`config.mk`:
```
export PLATFORM = sky130hd
export DESIGN_NAME = mc_seq_rv32i
export DESIGN_NICKNAME = d
export VERILOG_FILES = /design/src/rtl/rv32i_pkg.sv /design/src/rtl/wait_timer_rv32i.sv /design/src/rtl/mc_seq_rv32i.sv
export SDC_FILE = /design/constraint.sdc
export NUM_CORES = 1
export LEC_CHECK = 0
export BUFFER_PORTS_ARGS = -buffer_cell sky130_fd_sc_hd__buf_2
export CAP_MARGIN = 20
export CORE_AREA = 5 5 166 168
export CTS_BUF_LIST = sky130_fd_sc_hd__clkbuf_2
export DETAILED_ROUTE_END_ITERATION = 6
export DIE_AREA = 0 0 171 173
export SYNTH_ARGS = -nofsm -noshare
export SYNTH_HDL_FRONTEND = slang
export SYNTH_SLANG_ARGS = --single-unit
```
`constraint.sdc`:
```
create_clock -name clk -period 1.64 [get_ports clk]
set_input_delay 0.328 -clock clk [delete_from_list [all_inputs] [get_ports clk]]
set_output_delay 0.328 -clock clk [all_outputs]
set_load 0.03 [all_outputs]
```
`src/rtl/rv32i_pkg.sv`:
```
// Shared definitions for the RV32I multi-cycle sequencer: state encoding,
// the NOP instruction loaded into IR at reset, and the default reset PC.
package rv32i_pkg;

    typedef enum logic [2:0] {
        ST_FETCH = 3'd0,
        ST_EXEC  = 3'd1,
        ST_MEM   = 3'd2,
        ST_WB    = 3'd3,
        ST_HALT  = 3'd4,
        ST_ERR   = 3'd5
    } seq_state_t;

    // addi x0, x0, 0
    localparam logic [31:0] NOP_INSN         = 32'h0000_0013;
    localparam logic [31:0] DEFAULT_RESET_PC = 32'h0000_0000;

    // States in which a memory request is outstanding and the wait timer runs.
    function automatic logic is_wait_state(input seq_state_t s);
        return (s == ST_FETCH) || (s == ST_MEM);
    endfunction

endpackage

```
`src/rtl/wait_timer_rv32i.sv`:
```
// Memory wait-state timer. Down-counter loaded with TIMEOUT on clear and
// decremented on each wait cycle; expired flags the wait cycle that would
// bring the count to zero. TIMEOUT = 0 removes the counter entirely.
module wait_timer_rv32i #(
    parameter int TIMEOUT = 16
) (
    input  logic clk,
    input  logic rst_n,
    input  logic clr,
    input  logic cnt_en,
    output logic expired
);

    generate
        if (TIMEOUT == 0) begin : g_off
            assign expired = 1'b0;
        end else begin : g_on
            localparam int CW = (TIMEOUT < 2) ? 1 : $clog2(TIMEOUT + 1);
            localparam logic [CW-1:0] LOAD_VAL = CW'(TIMEOUT);
            localparam logic [CW-1:0] ONE      = CW'(1);

            logic [CW-1:0] remain;

            // Reload on clear, count down while the request is stalled
            always_ff @(posedge clk or negedge rst_n) begin
                if (!rst_n) begin
                    remain <= LOAD_VAL;
                end else if (clr) begin
                    remain <= LOAD_VAL;
                end else if (cnt_en && (remain != '0)) begin
                    remain <= remain - ONE;
                end
            end

            assign expired = cnt_en && (remain == ONE);
        end
    endgenerate

endmodule

```
`src/rtl/mc_seq_rv32i.sv`:
```
// Multi-cycle sequencer for the RV32I core. Owns PC, IR, ALU-result and
// memory-data registers and steps each instruction through FETCH/EXEC/MEM/WB
// with ready-based memory handshakes and a bounded wait timeout.
// Optional build macro: SEQ_PERF_CNT_EN enables the cycle/instret counters;
// without it both counters read 0 and no counter flops exist.
//
// state | meaning
// FETCH | imem_req high, wait for imem_ready, latch IR
// EXEC  | latch ALU result, pick MEM for loads/stores else WB
// MEM   | dmem_req high, wait for dmem_ready, latch load data
// WB    | rd_we strobe, PC <= pc_next, sample halt_req
// HALT  | idle at an instruction boundary until halt_req drops
// ERR   | memory timeout; sticky, left only through reset
module mc_seq_rv32i
    import rv32i_pkg::*;
#(
    parameter int               XLEN     = 32,
    parameter logic [XLEN-1:0]  RESET_PC = XLEN'(DEFAULT_RESET_PC),
    parameter int               TIMEOUT  = 16
) (
    input  logic            clk,
    input  logic            rst_n,
    output logic            imem_req,
    output logic [XLEN-1:0] imem_addr,
    input  logic            imem_ready,
    input  logic [31:0]     imem_rdata,
    output logic            dmem_req,
    output logic            dmem_we,
    input  logic            dmem_ready,
    input  logic [XLEN-1:0] dmem_rdata,
    output logic [XLEN-1:0] pc,
    output logic [31:0]     ir,
    input  logic [XLEN-1:0] alu_in,
    output logic [XLEN-1:0] alu_q,
    output logic [XLEN-1:0] mdr,
    input  logic [XLEN-1:0] pc_next,
    input  logic            cu_load,
    input  logic            cu_store,
    input  logic            cu_rdwrite,
    output logic            rd_we,
    input  logic            halt_req,
    output logic            halted,
    output logic            err,
    output logic [63:0]     cycle_cnt,
    output logic [63:0]     instret_cnt
);

    seq_state_t state, state_nx;
    logic       err_q;
    logic       tmr_clr, tmr_cnt, tmr_exp;

    // Wait cycles are derived from the registered state so the timer has no
    // combinational path back through the next-state logic.
    assign tmr_cnt = ((state == ST_FETCH) && !imem_ready) ||
                     ((state == ST_MEM)   && !dmem_ready);
    assign tmr_clr = (state_nx != state) && is_wait_state(state_nx);

    wait_timer_rv32i #(
        .TIMEOUT (TIMEOUT)
    ) u_wait_timer (
        .clk     (clk),
        .rst_n   (rst_n),
        .clr     (tmr_clr),
        .cnt_en  (tmr_cnt),
        .expired (tmr_exp)
    );

    // State register and sticky error flag
    always_ff @(posedge clk or negedge rst_n) begin
        if (!rst_n) begin
            state <= ST_FETCH;
            err_q <= 1'b0;
        end else begin
            state <= state_nx;
            if (state_nx == ST_ERR) begin
                err_q <= 1'b1;
            end
        end
    end

    // Next-state and request/strobe decode from the registered state
    always_comb begin
        state_nx = state;
        imem_req = 1'b0;
        dmem_req = 1'b0;
        dmem_we  = 1'b0;
        rd_we    = 1'b0;
        case (state)
            ST_FETCH: begin
                imem_req = 1'b1;
                if (imem_ready) begin
                    state_nx = ST_EXEC;
                end else if (tmr_exp) begin
                    state_nx = ST_ERR;
                end
            end
            ST_EXEC: begin
                state_nx = (cu_load || cu_store) ? ST_MEM : ST_WB;
            end
            ST_MEM: begin
                dmem_req = 1'b1;
                dmem_we  = cu_store;
                if (dmem_ready) begin
                    state_nx = ST_WB;
                end else if (tmr_exp) begin
                    state_nx = ST_ERR;
                end
            end
            ST_WB: begin
                rd_we = cu_rdwrite;
                // Timeouts jump straight to ERR, so err_q only guards WB
                // against any error recorded while the instruction was in flight.
                if (err_q) begin
                    state_nx = ST_ERR;
                end else if (halt_req) begin
                    state_nx = ST_HALT;
                end else begin
                    state_nx = ST_FETCH;
                end
            end
            ST_HALT: begin
                if (!halt_req) begin
                    state_nx = ST_FETCH;
                end
            end
            ST_ERR: begin
                state_nx = ST_ERR;
            end
            default: begin
                state_nx = ST_FETCH;
            end
        endcase
    end

    // Architectural registers, each written in exactly one state
    always_ff @(posedge clk or negedge rst_n) begin
        if (!rst_n) begin
            pc    <= RESET_PC;
            ir    <= NOP_INSN;
            alu_q <= '0;
            mdr   <= '0;
        end else begin
            if ((state == ST_FETCH) && imem_ready) begin
                ir <= imem_rdata;
            end
            if (state == ST_EXEC) begin
                alu_q <= alu_in;
            end
            if ((state == ST_MEM) && dmem_ready && cu_load) begin
                mdr <= dmem_rdata;
            end
            if (state == ST_WB) begin
                pc <= pc_next;
            end
        end
    end

    assign imem_addr = pc;
    assign halted    = (state == ST_HALT);
    assign err       = err_q;

`ifdef SEQ_PERF_CNT_EN
    // Free-running cycle counter and retired-instruction counter
    always_ff @(posedge clk or negedge rst_n) begin
        if (!rst_n) begin
            cycle_cnt   <= 64'd0;
            instret_cnt <= 64'd0;
        end else begin
            cycle_cnt <= cycle_cnt + 64'd1;
            if (state == ST_WB) begin
                instret_cnt <= instret_cnt + 64'd1;
            end
        end
    end
`else
    assign cycle_cnt   = 64'd0;
    assign instret_cnt = 64'd0;
`endif

endmodule

```
### Word-level counts from Yosys, hierarchy flattened

Index checks and enable logic that the tools add are counted.
Widths: inputs -> output; s select.

| storage, ports and cells | value |
|---|---|
| bits in registers | 137 |
| input bits | 136 |
| output and inout port bits | 294 |

| operators by class | value |
|---|---|
| add/subtract/negate cells | 1 |
| eq/ne operators | 9 |
| muxes and demuxes | 14 |
| reductions and logical operators | 17 |

Operators by type and width:

| kind | count |
|---|---|
| $mux 3 | 6 |
| $pmux 3 s6 | 1 |
| $mux 5 | 2 |
| $eq 3x2->1 const B | 3 |
| $eq 3x3->1 const B | 3 |
| $logic_and 1x1->1 | 8 |
| $logic_not 3->1 | 2 |
| $eq 5x1->1 const B | 1 |
| $mux 1 | 5 |
| $reduce_bool 5->1 | 1 |
| $sub 5x1->5 const B | 1 |
| $eq 3x1->1 const B | 1 |
| $logic_or 1x1->1 | 3 |
| $ne 3x3->1 | 1 |
| $logic_not 1->1 | 2 |
| $reduce_bool 2->1 | 1 |

### Depth between registers and ports, before layout

Gate-level depths: netlist (run 1).

| logic depth | value |
|---|---|
| depth in word-level cells | 11 |
| gate-level depth with buffers | 7 |
| depth with buffers taken out | 6 |

### Modules after synthesis

Synthesis (run 1) repeated with hierarchy kept, for this count alone.

| unflattened totals | value |
|---|---|
| cell total of the unflattened synthesis | 503 |
| area total of the unflattened synthesis | 6761.5 um^2 |

Modules (own cells, without submodules):

| module | times used | cells each | area an instance (um^2) | seq. area each (um^2) |
|---|---|---|---|---|
| mc_seq_rv32i | 1 | 475 | 6473.7 | 3306.9 |
| wait_timer_rv32i | 1 | 28 | 287.8 | 126.4 |

### Least setup slack after synthesis (run 1)

No wires, ideal clock.

| timing path | value |
|---|---|
| path kind | reg2reg |
| start point | register state[1] |
| end point | register ir[24] |
| library setup time | 125 ps |
| arrival | 1837 ps |
| data required time | 1515 ps |
| setup slack | -322 ps |
| cell stages (with the launch flop) | 7 |
| path through | dfrtp_1 -> buf_6 -> nor3_2 -> and2_1 -> clkbuf_1 -> buf_4 -> mux2_2 |

| on the way | value |
|---|---|
| longest elaborated chain between the ends | 2 |

RTL lines:

| item | line | RTL |
|---|---|---|
| from (decl) | mc_seq_rv32i.sv:48 | `seq_state_t state, state_nx;` |
| from (signal assigned) | mc_seq_rv32i.sv:74 | `state <= state_nx;` |
| $logic_not 3->1 | mc_seq_rv32i.sv:143 | `if ((state == ST_FETCH) && imem_ready) begin` |
| $logic_and 1x1->1 | mc_seq_rv32i.sv:143 |  |
| to (signal assigned) | mc_seq_rv32i.sv:144 | `ir <= imem_rdata;` |
| to (decl) | mc_seq_rv32i.sv:32 | `output logic [31:0] ir,` |

No other way between the ends.
A chain may end at the register's enable or synchronous reset.

### Worst setup path in the final report (run 1)

| timing path | value |
|---|---|
| start point | register state[1] |
| end point | output dmem_we |

| on the way | value |
|---|---|
| longest elaborated chain between the ends | 2 |

RTL lines:

| item | line | RTL |
|---|---|---|
| $eq 3x2->1 | mc_seq_rv32i.sv:88 | `case (state)` |
| $mux 1 | mc_seq_rv32i.sv:88 |  |
| to (decl) | mc_seq_rv32i.sv:28 | `output logic dmem_we,` |

No other way between the ends.

==> metrics.cfg, run 1 <==
[routing]
drt-wirelength-per-cell_um=16.5
antenna_violating_nets_post_route=0
first_pass_iters=4
via_per_inst=3.87
drt-met1-wl_um=7780
drc=0
routed_wirelength_um=22000
dr.max_layer_used=met4
detail_route.iter0.violations=178
met2_wirelength_um=12200
detailed_route_via_count=5164
wl_met3_um=1480

[timing]
worst_clock_skew_ns=0.0501
finalSetupViolCount=57
postLayoutSetupSlackWorst_ns=-0.419
timing.final.crit_share_pct=126
final_max_slew_violation_count=0
rsz_0062_raised_after_global_routing=yes
max_frequency_mhz=486
fin_hold_viols=0
slew-limit-headroom_pct=48.4
fin_crit_ns=2.06
worst_slew_pin_slew_ns=0.772

[place]
pre_cts_slack_ns=-0.0165
gp_routability_congestion=0.762
detailed_place.area_um2=8250
io_buffer_count=301
dp_cells=1114
dp.final_hpwl_um=13100

[finish]
mostFrequentLayoutCells=175 x buf_6, 136 x dlygate4sd3_1, 134 x buf_2
filler_cell_count_in_the_final_layout=2252
final_core_utilization_pct=44.4
area_growth_pct=69.9
multi_input_area_um2=2590
mostFrequentLayoutCell=buf_6
final_area_um2=11400
drive_gt1_share_pct=57.9
finish.net_count=1125
sequential_area_um2=3440
layoutNonFillerInstCount=1335

[floorplanning]
placementRows=59
die_w_um=171
core-area_um2=25800
initial_utilization_pct=26.2
count_of_boundary_i_o_pins=430
die_area_um2=29600
fp.dieH_um=173

[run]
cap_violations=0

[synth]
dominantRegCellSynth=dfrtp_1
synth.lib_cells_used.distinct=38
yosysWarnings=0
synth_area_leaders=dfrtp_1 49%, buf_4 18%, mux2_2 16%, mux2_4 6.7%, dfstp_2 1.6%
synth-seq-cells=137
netlist_area_um2=6740
synthArstFlopShare_pct=100
synth-edff-count=0
synth_cells=494
synth-seq-area-share_pct=50.9
post-synth-top-area-cell=dfrtp_1
syn_area_per_cell_um2=13.6
top_cell_type_s_share_of_synthesized_area_pct=49.4

[global_route]
number_of_antenna_violations_at_the_first_check_in_global_routing=1
grt_pass1_wl_um=31700
grt-ovfl-total=0
grt_max_degree=35
number_of_global_route_vias_before_repair=5566
global_route_usage_over_all_layers_pct=13.7

[clock_tree]
path_clk_slew_ns=0.22
cts_buffer_depth=2
root_buffer=clkbuf_2
clock_sink_count=137
cts.htree.levels=4
numCtsBuffers=17
clkLatencyLatePin_ns=0.71
tritoncts=built

[worst_setup_path]
path_buf_inv=1
worst_setup_path_end_kind=output pin
crit_chain=nor2b_4 -> nor2b_4 -> and2_4 -> buf_6
critical_path.max_stage_delay_ns=0.45
timing.critical_path.slowest_stage_cell=dfrtp_1
timing.critical_path.max_delay_family=simple AND/OR/NAND/NOR gates
cpMostUsedCell=nor2b_4
setup.worst_path.class=flop to output pin
required_ns=1.31
crit_arrival_ns=1.73
path_max_fanout=3
critPathLaunchType=flop

[outcome]
run_status=complete, but fails checks
failed_checks=setup timing

[power]
design_power_total_uw=24100
highest_ir_drop_seen_on_vdd_uv=1340
leakagePower_uw=0.00562
power.density_cell_area_nw_per_um2=2100

[worst_hold_path]
hold_class=input port to flop

-- registers in the layout (all words and copies together), names as in the netlist --
signal	cells
imem_addr	32
alu_q	32
ir	32
err	1
u_wait_timer.g_on.remain	5
mdr	32
state	3
-- synthesized netlist by cell type (all sizes together), types with 2 or more instances --
master,instances
mux2,128
inv,3
nand2b,2
nor2b,3
a21o,2
xor2,2
dfrtp,133
nor3,3
nor2,5
a211oi,2
and2,2
and3,3
a21oi,2
nand4,3
nor3b,3
dfstp,4
buf,176
ha,3
mux2i,2
nand2,3
-- what timing repair did --
item                                    4_1_cts  5_1_grt
hold buffers                                136        0
cloned                                        0        4
hold endpoints to repair                    267        0
endpoints found under the setup margin      188      201
resized for setup                           347       22
buffers inserted                             28       20
pin swaps                                     3        7
-- final cells by class --
| class | count | share of cell area, % |
|---|---|---|
| diodes | 1 | 0.0219 |
| clock buffers | 18 | 0.787 |
| clock inverters | 14 | 1.10 |
| inverters | 3 | 0.0984 |
| multi-input cells | 304 | 22.6 |
| flip-flops and latches | 137 | 30.1 |
| well taps | 335 | 3.66 |
| repair buffers | 523 | 41.6 |
-- kinds of logic after synthesis --
family / synth area share [%]
flops: 50.9
xor+xnor: 0.390
simple gates: 3.01
compound gates: 1.19
other cells: 0.0556
mux: 23.4
fa+ha+maj: 0.557
buf+inv: 20.5
-- stage by stage --
stage | hold WS, ns | TNS, ns
after floorplan | 0.0324 | -7.86
after global placement | 0.286 | 0
after detailed placement | 0.288 | -0.0177
after CTS | 0.0813 | -17.04
after global routing | 0.0577 | -26.69
final | 0.152 | -3.13
-- final timing paths --
kind / start / end / slack, ns / depth (start not counted)
hold reg to reg: alu_q[5]$_DFFE_PN0P_ / alu_q[5]$_DFFE_PN0P_ / 0.56 / 1
min in group asynchronous: rst_n / ir[1]$_DFFE_PN1P_ / 0.19 / 2
setup / recovery: state[1]$_DFF_PN0_ / dmem_we / -0.42 / 4
max in group asynchronous: rst_n / mdr[17]$_DFFE_PN0P_ / 0.20 / 3
setup reg to reg: state[2]$_DFF_PN0_ / alu_q[10]$_DFFE_PN0P_ / -0.03 / 5
hold / removal: dmem_ready / state[1]$_DFF_PN0_ / 0.15 / 4
-- metal layers --
layer	track usage, %	vias to the layer above
li1	-	2354
met4	5.38	0
met1	14.1	2547
met2	26.0	235
met5	0	-
met3	3.47	28
-- where the power goes --
| group | internal (uW) | switching (uW) |
|---|---|---|
| combinational | 7850 | 7610 |
| sequential | 5120 | 1550 |
| clock | 467 | 1490 |
| total | 13400 | 10600 |
-- worst reg2reg max path, delay by kind of cell, from the launching register on --
| family | cells | cell delay, ns |
|---|---|---|
| simple gates | 1 | 0.26 |
| mux | 1 | 0.34 |
| flops | 1 | 0.49 |
| buf+inv | 3 | 0.51 |
(Power assumes the default switching activity.)
==> inputs of run 2 (changes only) <==
Settings changed: MAX_ROUTING_LAYER set to met4.
==> metrics.cfg, run 2 (synthesis gave the netlist of run 1 again) <==
[clock_tree]
cts.htree.levels=4
clock_sink_count=137
tritoncts=built
root_buffer=clkbuf_2
numCtsBuffers=17
clkLatencyLatePin_ns=0.70
path_clk_slew_ns=0.22
cts_buffer_depth=2

[timing]
timing.final.crit_share_pct=125
max_frequency_mhz=487
finalSetupViolCount=51
worst_clock_skew_ns=0.0486
postLayoutSetupSlackWorst_ns=-0.415
post_route_hold_slack_ns=0.153
fin_crit_ns=2.05
rsz_0062_raised_after_global_routing=yes
worst_slew_pin_slew_ns=0.776
slew-limit-headroom_pct=48.1
fin_hold_viols=0
final_max_slew_violation_count=0
final.setup.tns_ns=-3.07

[worst_hold_path]
worst_hold_path.num_cells=4
hold_class=input port to flop

[power]
switching_share_pct=44.2
design_power_total_uw=24100
p_seq_share_pct=27.7
p_comb_share_pct=64.2
highest_ir_drop_seen_on_vdd_uv=1340
clock_power_share_pct=8.1
power.density_cell_area_nw_per_um2=2100
leakagePower_uw=0.00562
power_switching_uw=10700
intPower_uw=13400

[worst_setup_path]
crit_arrival_ns=1.73
required_ns=1.31
setup.worst_path.class=flop to output pin
r2r_setup_slack_ns=-0.04
worst_setup_path_end_kind=output pin
ff2ff_path_depth=5
path_max_fanout=3
critPathLaunchType=flop

[global_route]
number_of_antenna_violations_at_the_first_check_in_global_routing=1
grt_max_degree=35
grt_pass1_wl_um=31600
grt-ovfl-total=0
number_of_global_route_vias_before_repair=5574
global_route_usage_over_all_layers_pct=14.1

[finish]
finish.net_count=1125
drive_gt1_share_pct=57.9
mostFrequentLayoutCells=175 x buf_6, 136 x dlygate4sd3_1, 134 x buf_2
mostFrequentLayoutCell=buf_6
filler_cell_count_in_the_final_layout=2252
sequential_area_um2=3440
area_growth_pct=69.9
multi_input_area_um2=2590

[outcome]
run_status=complete, but fails checks
failed_checks=setup timing

[routing]
detailed_route_via_count=5177
via_per_inst=3.88
drt-wirelength-per-cell_um=16.5
detail_route.iter0.violations=203
first_pass_iters=4
antenna_violating_nets_post_route=0
drc=0
routed_wirelength_um=22000

[floorplanning]
placementRows=59
die_area_um2=29600
fp.dieH_um=173
count_of_boundary_i_o_pins=430
core-area_um2=25800
die_w_um=171
initial_utilization_pct=26.2

[place]
dp.final_hpwl_um=13100
gp_routability_congestion=0.772
pre_cts_slack_ns=-0.0165
io_buffer_count=301

[run]
cap_violations=0

run 2: power by group through the flow:
stage | sequential (uW) | clock, uW | combinational, uW
after CTS | 6580 | 2120 | 14700
after global placement | 6150 | 0 | 11300
after global routing | 6870 | 2230 | 16100
after floorplan | 9340 | 0 | 5670
final | 6670 | 1950 | 15500
after detailed placement | 6200 | 0 | 11400
run 2: path summary, 6_finish.rpt:
path / startpoint / end
setup / recovery: state[1]$_DFF_PN0_ / dmem_we
hold / removal: dmem_ready / state[1]$_DFF_PN0_
setup reg to reg: state[2]$_DFF_PN0_ / alu_q[10]$_DFFE_PN0P_
hold reg to reg: alu_q[5]$_DFFE_PN0P_ / alu_q[5]$_DFFE_PN0P_
max in group asynchronous: rst_n / mdr[17]$_DFFE_PN0P_
min in group asynchronous: rst_n / ir[1]$_DFFE_PN1P_
run 2: cell type report:
class,count,area share (%)
diodes,1,0.0219
clock buffers,18,0.787
clock inverters,14,1.10
inverters,3,0.0984
multi-input cells,304,22.6
flip-flops and latches,137,30.1
well taps,335,3.66
repair buffers,523,41.6
run 2: worst max-delay path, stage by stage, from the launching register on:
cell,delay (ns)
dfrtp_1,0.45
nor2b_4,0.16
nor2b_4,0.16
and2_4,0.16
buf_6,0.13
run 2: through the flow:
step                std cells  instance area [um2]  utilization (%)
finish                   1335                11400             44.4
global route             1335                11400             44.4
CTS                      1310                11100             43.2
detailed placement       1114                 8250             32.0
global placement         1114                 8250             32.0
floorplan                 621                 7380                -
run 2: per-layer routing:
metal  global-route usage [%]  wire, um
met5                        -         0
met4                     5.41       573
met3                     3.13      1330
met1                     14.4      7900
met2                     25.9     12200
run 2: repair_timing:
item / 4_1_cts / 5_1_grt
hold buffers: 136 / 0
resized for setup: 347 / 22
hold endpoints to repair: 267 / 0
endpoints found under the setup margin: 188 / 201
gates cloned: 0 / 4
pin swaps: 3 / 7
setup buffers: 28 / 20
